File: src/rtl/perf_pkg.sv
// Shared definitions for the performance-event counter: channel counting
// modes and the register-map layout, expressed as functions of the
// channel count so the top level and any software header agree.
package perf_pkg;

  typedef enum logic {
    PERF_LEVEL = 1'b0,
    PERF_EDGE  = 1'b1
  } perf_mode_e;

  // The live bank always starts at address zero; the argument is kept so
  // every offset function has the same shape.
  function automatic logic [31:0] LIVE_BASE(input int num_ch);
    return 32'(num_ch - num_ch);
  endfunction

  function automatic logic [31:0] SNAP_BASE(input int num_ch);
    return 32'(num_ch);
  endfunction

  function automatic logic [31:0] OVF_ADDR(input int num_ch);
    return 32'(2 * num_ch);
  endfunction

  function automatic logic [31:0] CYC_ADDR(input int num_ch);
    return 32'(2 * num_ch + 1);
  endfunction

endpackage

File: src/rtl/perf_cnt_lane.sv
// One event channel: edge register, event counter, sticky overflow flag
// and the snapshot register that freezes the counter on request.
module perf_cnt_lane
  import perf_pkg::*;
#(
  parameter int         CNT_WIDTH = 32,
  parameter perf_mode_e MODE      = PERF_EDGE,
  parameter bit         SATURATE  = 1'b0
) (
  input  logic                 clk,
  input  logic                 rst,
  input  logic                 evt,
  input  logic                 en,
  input  logic                 clear,
  input  logic                 snapshot,
  output logic [CNT_WIDTH-1:0] count,
  output logic [CNT_WIDTH-1:0] snap,
  output logic                 ovf
);

  logic evt_d;
  logic hit;
  logic at_max;

  assign at_max = &count;

  // Decide whether this cycle is a countable event for the channel's mode.
  always_comb begin
    hit = 1'b0;
    if (en) begin
      hit = (MODE == PERF_EDGE) ? (evt & ~evt_d) : evt;
    end
  end

  // Counter, snapshot and flag update; snapshot samples the pre-update
  // value, and clear drops any same-cycle event but spares a fresh snapshot.
  always_ff @(posedge clk) begin
    if (rst) begin
      evt_d <= 1'b0;
      count <= '0;
      snap  <= '0;
      ovf   <= 1'b0;
    end else begin
      evt_d <= evt;
      if (snapshot) begin
        snap <= count;
      end else if (clear) begin
        snap <= '0;
      end
      if (clear) begin
        count <= '0;
        ovf   <= 1'b0;
      end else if (hit) begin
        if (at_max) begin
          ovf   <= 1'b1;
          count <= SATURATE ? count : '0;
        end else begin
          count <= count + CNT_WIDTH'(1);
        end
      end
    end
  end

endmodule

File: src/rtl/perf_event_counter.sv
// N-channel performance-event counter with snapshot bank, sticky overflow
// flags, a free-running cycle counter and a one-cycle-latency read port.
module perf_event_counter
  import perf_pkg::*;
#(
  parameter int                NUM_CH     = 4,
  parameter int                CNT_WIDTH  = 32,
  parameter logic [NUM_CH-1:0] EDGE_MODE  = {NUM_CH{1'b1}},
  parameter bit                SATURATE   = 1'b0,
  parameter int                ADDR_WIDTH = $clog2(2*NUM_CH+2)
) (
  input  logic                  clk,
  input  logic                  rst,
  input  logic [NUM_CH-1:0]     event_i,
  input  logic [NUM_CH-1:0]     ch_en,
  input  logic                  clear,
  input  logic                  snapshot,
  input  logic                  rd_en,
  input  logic [ADDR_WIDTH-1:0] rd_addr,
  output logic [CNT_WIDTH-1:0]  rd_data,
  output logic                  rd_valid
);

  logic [CNT_WIDTH-1:0] live [NUM_CH];
  logic [CNT_WIDTH-1:0] snap [NUM_CH];
  logic [NUM_CH-1:0]    ovf;
  logic [CNT_WIDTH-1:0] cyc;
  logic [CNT_WIDTH-1:0] rd_mux;
  logic [31:0]          addr;

  assign addr = 32'(rd_addr);

  for (genvar n = 0; n < NUM_CH; n++) begin : g_lane
    perf_cnt_lane #(
      .CNT_WIDTH (CNT_WIDTH),
      .MODE      (perf_mode_e'(EDGE_MODE[n])),
      .SATURATE  (SATURATE)
    ) u_lane (
      .clk      (clk),
      .rst      (rst),
      .evt      (event_i[n]),
      .en       (ch_en[n]),
      .clear    (clear),
      .snapshot (snapshot),
      .count    (live[n]),
      .snap     (snap[n]),
      .ovf      (ovf[n])
    );
  end

  // Free-running cycle counter, ungated by channel enables, same wrap or
  // saturate behaviour as the channels but without a flag.
  always_ff @(posedge clk) begin
    if (rst || clear) begin
      cyc <= '0;
    end else if (&cyc) begin
      cyc <= SATURATE ? cyc : '0;
    end else begin
      cyc <= cyc + CNT_WIDTH'(1);
    end
  end

  // Register-map decode of the current (pre-update) state.
  always_comb begin
    rd_mux = '0;
    for (int n = 0; n < NUM_CH; n++) begin
      if (addr == LIVE_BASE(NUM_CH) + 32'(n)) rd_mux = live[n];
      if (addr == SNAP_BASE(NUM_CH) + 32'(n)) rd_mux = snap[n];
    end
    if (addr == OVF_ADDR(NUM_CH)) rd_mux[NUM_CH-1:0] = ovf;
    if (addr == CYC_ADDR(NUM_CH)) rd_mux = cyc;
  end

  // Read port: data registered on an accepted read and held until the next,
  // valid pulses for exactly one cycle.
  always_ff @(posedge clk) begin
    if (rst) begin
      rd_data  <= '0;
      rd_valid <= 1'b0;
    end else begin
      rd_valid <= rd_en;
      if (rd_en) begin
        rd_data <= rd_mux;
      end
    end
  end

endmodule
File: config.mk
export PLATFORM = sky130hd
export DESIGN_NAME = perf_event_counter
export DESIGN_NICKNAME = d
export VERILOG_FILES = /design/src/rtl/perf_pkg.sv /design/src/rtl/perf_cnt_lane.sv /design/src/rtl/perf_event_counter.sv
export SDC_FILE = /design/constraint.sdc
export NUM_CORES = 1
export LEC_CHECK = 0
export ABC_CLOCK_PERIOD_IN_PS = 4000
export CAP_MARGIN = 20
export CORE_MARGIN = 2
export CORE_UTILIZATION = 39
export CTS_CLUSTER_DIAMETER = 30
export DETAILED_ROUTE_END_ITERATION = 6
export PLACE_DENSITY_LB_ADDON = 0.1
export REMOVE_ABC_BUFFERS = 1
export SLEW_MARGIN = 20
export SYNTH_ARGS = -nofsm -noshare
export SYNTH_HDL_FRONTEND = slang
export SYNTH_SLANG_ARGS = --single-unit
File: constraint.sdc
create_clock -name clk -period 4 [get_ports clk]
set_input_delay 0.8 -clock clk [delete_from_list [all_inputs] [get_ports clk]]
set_output_delay 0.8 -clock clk [all_outputs]
set_load 0.01 [all_outputs]
==> results.py <==
metrics = {
    "route": {
        "dr.pass1.iters": 7,
        "routed_wl_mm": 52.9,
        "post_drt_wl_per_cell_microns": 20.4,
        "vias_per_cell": 5.69,
        "drt_iter0_markers": 1220,
        "ant_nets": 0,
        "drc": 10,
        "routed-via-count": 14800,
    },
    "setup_path": {
        "slowest_stage": "or4_1",
        "critPathArrivalTime_ns": 3.49,
        "ff2ff_path_depth": 7,
        "r2r-start": "g_lane[2].u_lane.count[0]",
        "cp-endpoint": "g_lane[2].u_lane.count[21]",
        "crit_start": "g_lane[2].u_lane.count[0]",
        "worst-path-max-fanout": 20,
        "critPathKind": "reg2reg",
        "required_ns": 4.48,
        "cpPeakStageDelay_ns": 0.72,
        "path_cells": "ha_1, and4b_1, nand3_2, or4_1, o21ai_4, buf_4, nor2_1",
        "worstSetupEndpointType": "flip-flop",
        "rrSetupSlack_ns": 0.99,
        "start_kind": "flip-flop",
        "timing.rr.end": "g_lane[2].u_lane.count[21]",
    },
    "timing": {
        "fin_skew_ns": 0.0226,
        "period_minus_slack_ns": 3.01,
        "slew_violations": 0,
        "fin_setup_tns_ns": 0,
        "hold_viol": 0,
        "finalSetupViolations": 0,
        "fin_ws_ns": 0.986,
        "tightest_slew_ns": 1.02,
        "slew_headroom": 0.320,
        "whs_ns": 0.493,
        "clock.fmax_mhz": 332,
        "rsz0062_at_grt": "no",
        "finalCritPeriodShare": 0.754,
    },
    "global_routing": {
        "first_global_vias": 13800,
        "grt_use_met2": 0.390,
        "grt.busiest_layer": "met2",
        "grt_overflow": 0,
        "grt_start_max_net_pins": 106,
        "globalRouteMet3Util": 0.0466,
        "track_usage": 0.248,
        "grt_pass1_wl_mm": 81.5,
        "grtUsageMet1": 0.342,
        "antenna_found_initial": 0,
    },
    "run_status": {
        "violations": "design-rule violations",
        "status": "finished, violations left",
    },
    "synth": {
        "syn_inst": 1952,
        "async_flop_share": 0,
        "synth_area_per_cell_sq_um": 8.21,
        "synth-edff-count": 0,
        "synth_cell_types": 68,
        "synth_most_common_cell": "nor2_1",
        "synth-warning-count": 0,
        "ys_top_cells_by_count": "nor2_1, dfxtp_1, a21oi_1",
        "synth_seq_area_share": 0.411,
        "synth_seq_cells": 329,
        "synth_top_cell_by_area": "dfxtp_1",
        "synth_area_sq_um": 16000,
        "synth_top_area_share": 0.411,
        "synth_area_leaders": "dfxtp_1, nor2_1, nor3b_1",
        "synth_flop_cell": "dfxtp_1",
    },
    "finish": {
        "nNetsFinal": 2011,
        "drive_above_1_share": 0.132,
        "fin_util": 0.498,
        "antennaDiodeCount": 0,
        "area_delta_synth_final_pct": 26.7,
    },
    "floorplan": {
        "floorplan.initialDensity": 0.393,
        "die_w_microns": 207,
        "core_sq_um": 40700,
        "fp.dieH_microns": 207,
        "ios": 50,
        "rows": 74,
        "fp.dieArea_sq_um": 42700,
    },
    "power_and_ir_drop": {
        "pwr-share-seq": 0.296,
        "internal-power_mw": 8.79,
        "p_sw_mw": 2.48,
        "ir_drop_v": 0.000337,
        "p_per_area_nw_per_um2": 555,
        "clkPwrFrac": 0.667,
        "power.leakage_nw": 6.96,
        "p_comb_frac": 0.037,
        "swShare": 0.220,
    },
    "clock_network": {
        "holdBufCountCts": 0,
        "cts_buffers": 88,
        "cts_buffer_depth": 3,
        "cts_max_level": 3,
        "clock-root-buffer": "clkbuf_16",
        "clk_latency_ns": 0.62,
        "cts-resized-gates": 0,
        "clkTransAtPathRegs_ns": 0.04,
        "cts_tree": "done",
        "cts_setup_buffers": 0,
        "cts_sinks": 329,
    },
    "flow_run": {
        "cap_violations": 0,
    },
    "placement": {
        "gp_congestion": 0.873,
        "dp_slack_ns": 0.525,
        "portBuffers": 49,
        "place_hpwl_mm": 36.1,
    },
    "worst_hold_path": {
        "min_path_type": "reg2reg",
    },
}
-- power by group through the flow --
stage / clock network (mW) / logic [mW] / registers (mW)
3_5_place_dp: 0 / 0.413 / 3.39
3_3_place_gp: 0 / 0.411 / 3.40
6_report: 7.51 / 0.415 / 3.34
5_1_grt: 7.79 / 0.451 / 3.34
2_1_floorplan: 0 / 0.129 / 3.39
4_1_cts: 7.61 / 0.414 / 3.34
-- cell type report --
| class | instances | area, sq um |
|---|---|---|
| Timing Repair Buffer | 108 | 946 |
| Fill cell | 3855 | 20400 |
| Inverter | 21 | 78.8 |
| Sequential cell | 329 | 6590 |
| Tap cell | 532 | 666 |
| Clock buffer | 115 | 2470 |
| Multi-Input combinational cell | 1441 | 8830 |
| Clock inverter | 48 | 729 |
-- metrics by stage --
step | cells | area (sq um) | total power [mW]
3_3_place_gp | 2431 | 17100 | 3.81
5_1_grt | 2594 | 20300 | 11.6
2_1_floorplan | 1791 | 15400 | 3.52
4_1_cts | 2594 | 20300 | 11.4
3_5_place_dp | 2431 | 17100 | 3.81
6_report | 2594 | 20300 | 11.3
-- placed cells by master (no fill, tap or decap), types with 23 or more instances in the layout --
master,count
xnor2_1,46
mux2_2,31
a21oi_1,188
clkdlybuf4s50_1,43
xor2_1,82
nor2_1,362
nor3_1,23
a222oi_1,23
nor3b_1,129
buf_4,58
dfxtp_1,329
clkbuf_16,90
nand4_1,56
nand3_1,60
nand2_1,81
a22o_1,24
o21ai_0,70
-- worst min path at each step --
stage                         startpoint              endpoint  slack [ns]  cells after the start
floorplan           g_lane[2].u_lane.ovf  g_lane[2].u_lane.ovf        0.44                      2
global placement                  cyc[0]                cyc[0]        0.48                      1
detailed placement                cyc[0]                cyc[0]        0.48                      1
CTS                               cyc[0]                cyc[0]        0.49                      1
global route                      cyc[0]                cyc[0]        0.51                      1
finish                            cyc[0]                cyc[0]        0.49                      1
-- registers in the layout (all words and copies together) (netlist names) --
| name | count |
|---|---|
| g_lane.u_lane.ovf | 4 |
| g_lane.u_lane.snap | 128 |
| rd_valid | 1 |
| g_lane.u_lane.evt_d | 4 |
| cyc | 32 |
| g_lane.u_lane.count | 128 |
| rd_data | 32 |
-- cell families (layout without fill, tap and decap cells) --
family / after synthesis / count (layout) / synth area share
compound gates: 425 / 425 / 0.172
xor+xnor: 128 / 128 / 0.0699
fa+ha+maj: 5 / 5 / 0.00390
buf+inv: 182 / 292 / 0.0445
flops: 329 / 329 / 0.411
mux: 35 / 35 / 0.0258
simple gates: 848 / 848 / 0.273
-- worst max-delay path: cells and delay by family (launching register included) --
family / cells / cell delay, ns
AND/OR/NAND/NOR: 4 / 1.46
flip-flops: 1 / 0.51
buffers and inverters: 1 / 0.32
AO/OA/AOI/OAI: 1 / 0.31
adder cells (fa/ha/maj): 1 / 0.28
-- routing by layer --
layer | vias up | routed length (microns) | part of all wire
li1 | 7125 | - | -
met1 | 7087 | 24600 | 0.46
met2 | 448 | 23800 | 0.45
met3 | 110 | 2870 | 0.054
met4 | 0 | 1580 | 0.030
met5 | - | 0 | 0
(Power assumes the default switching activity.)
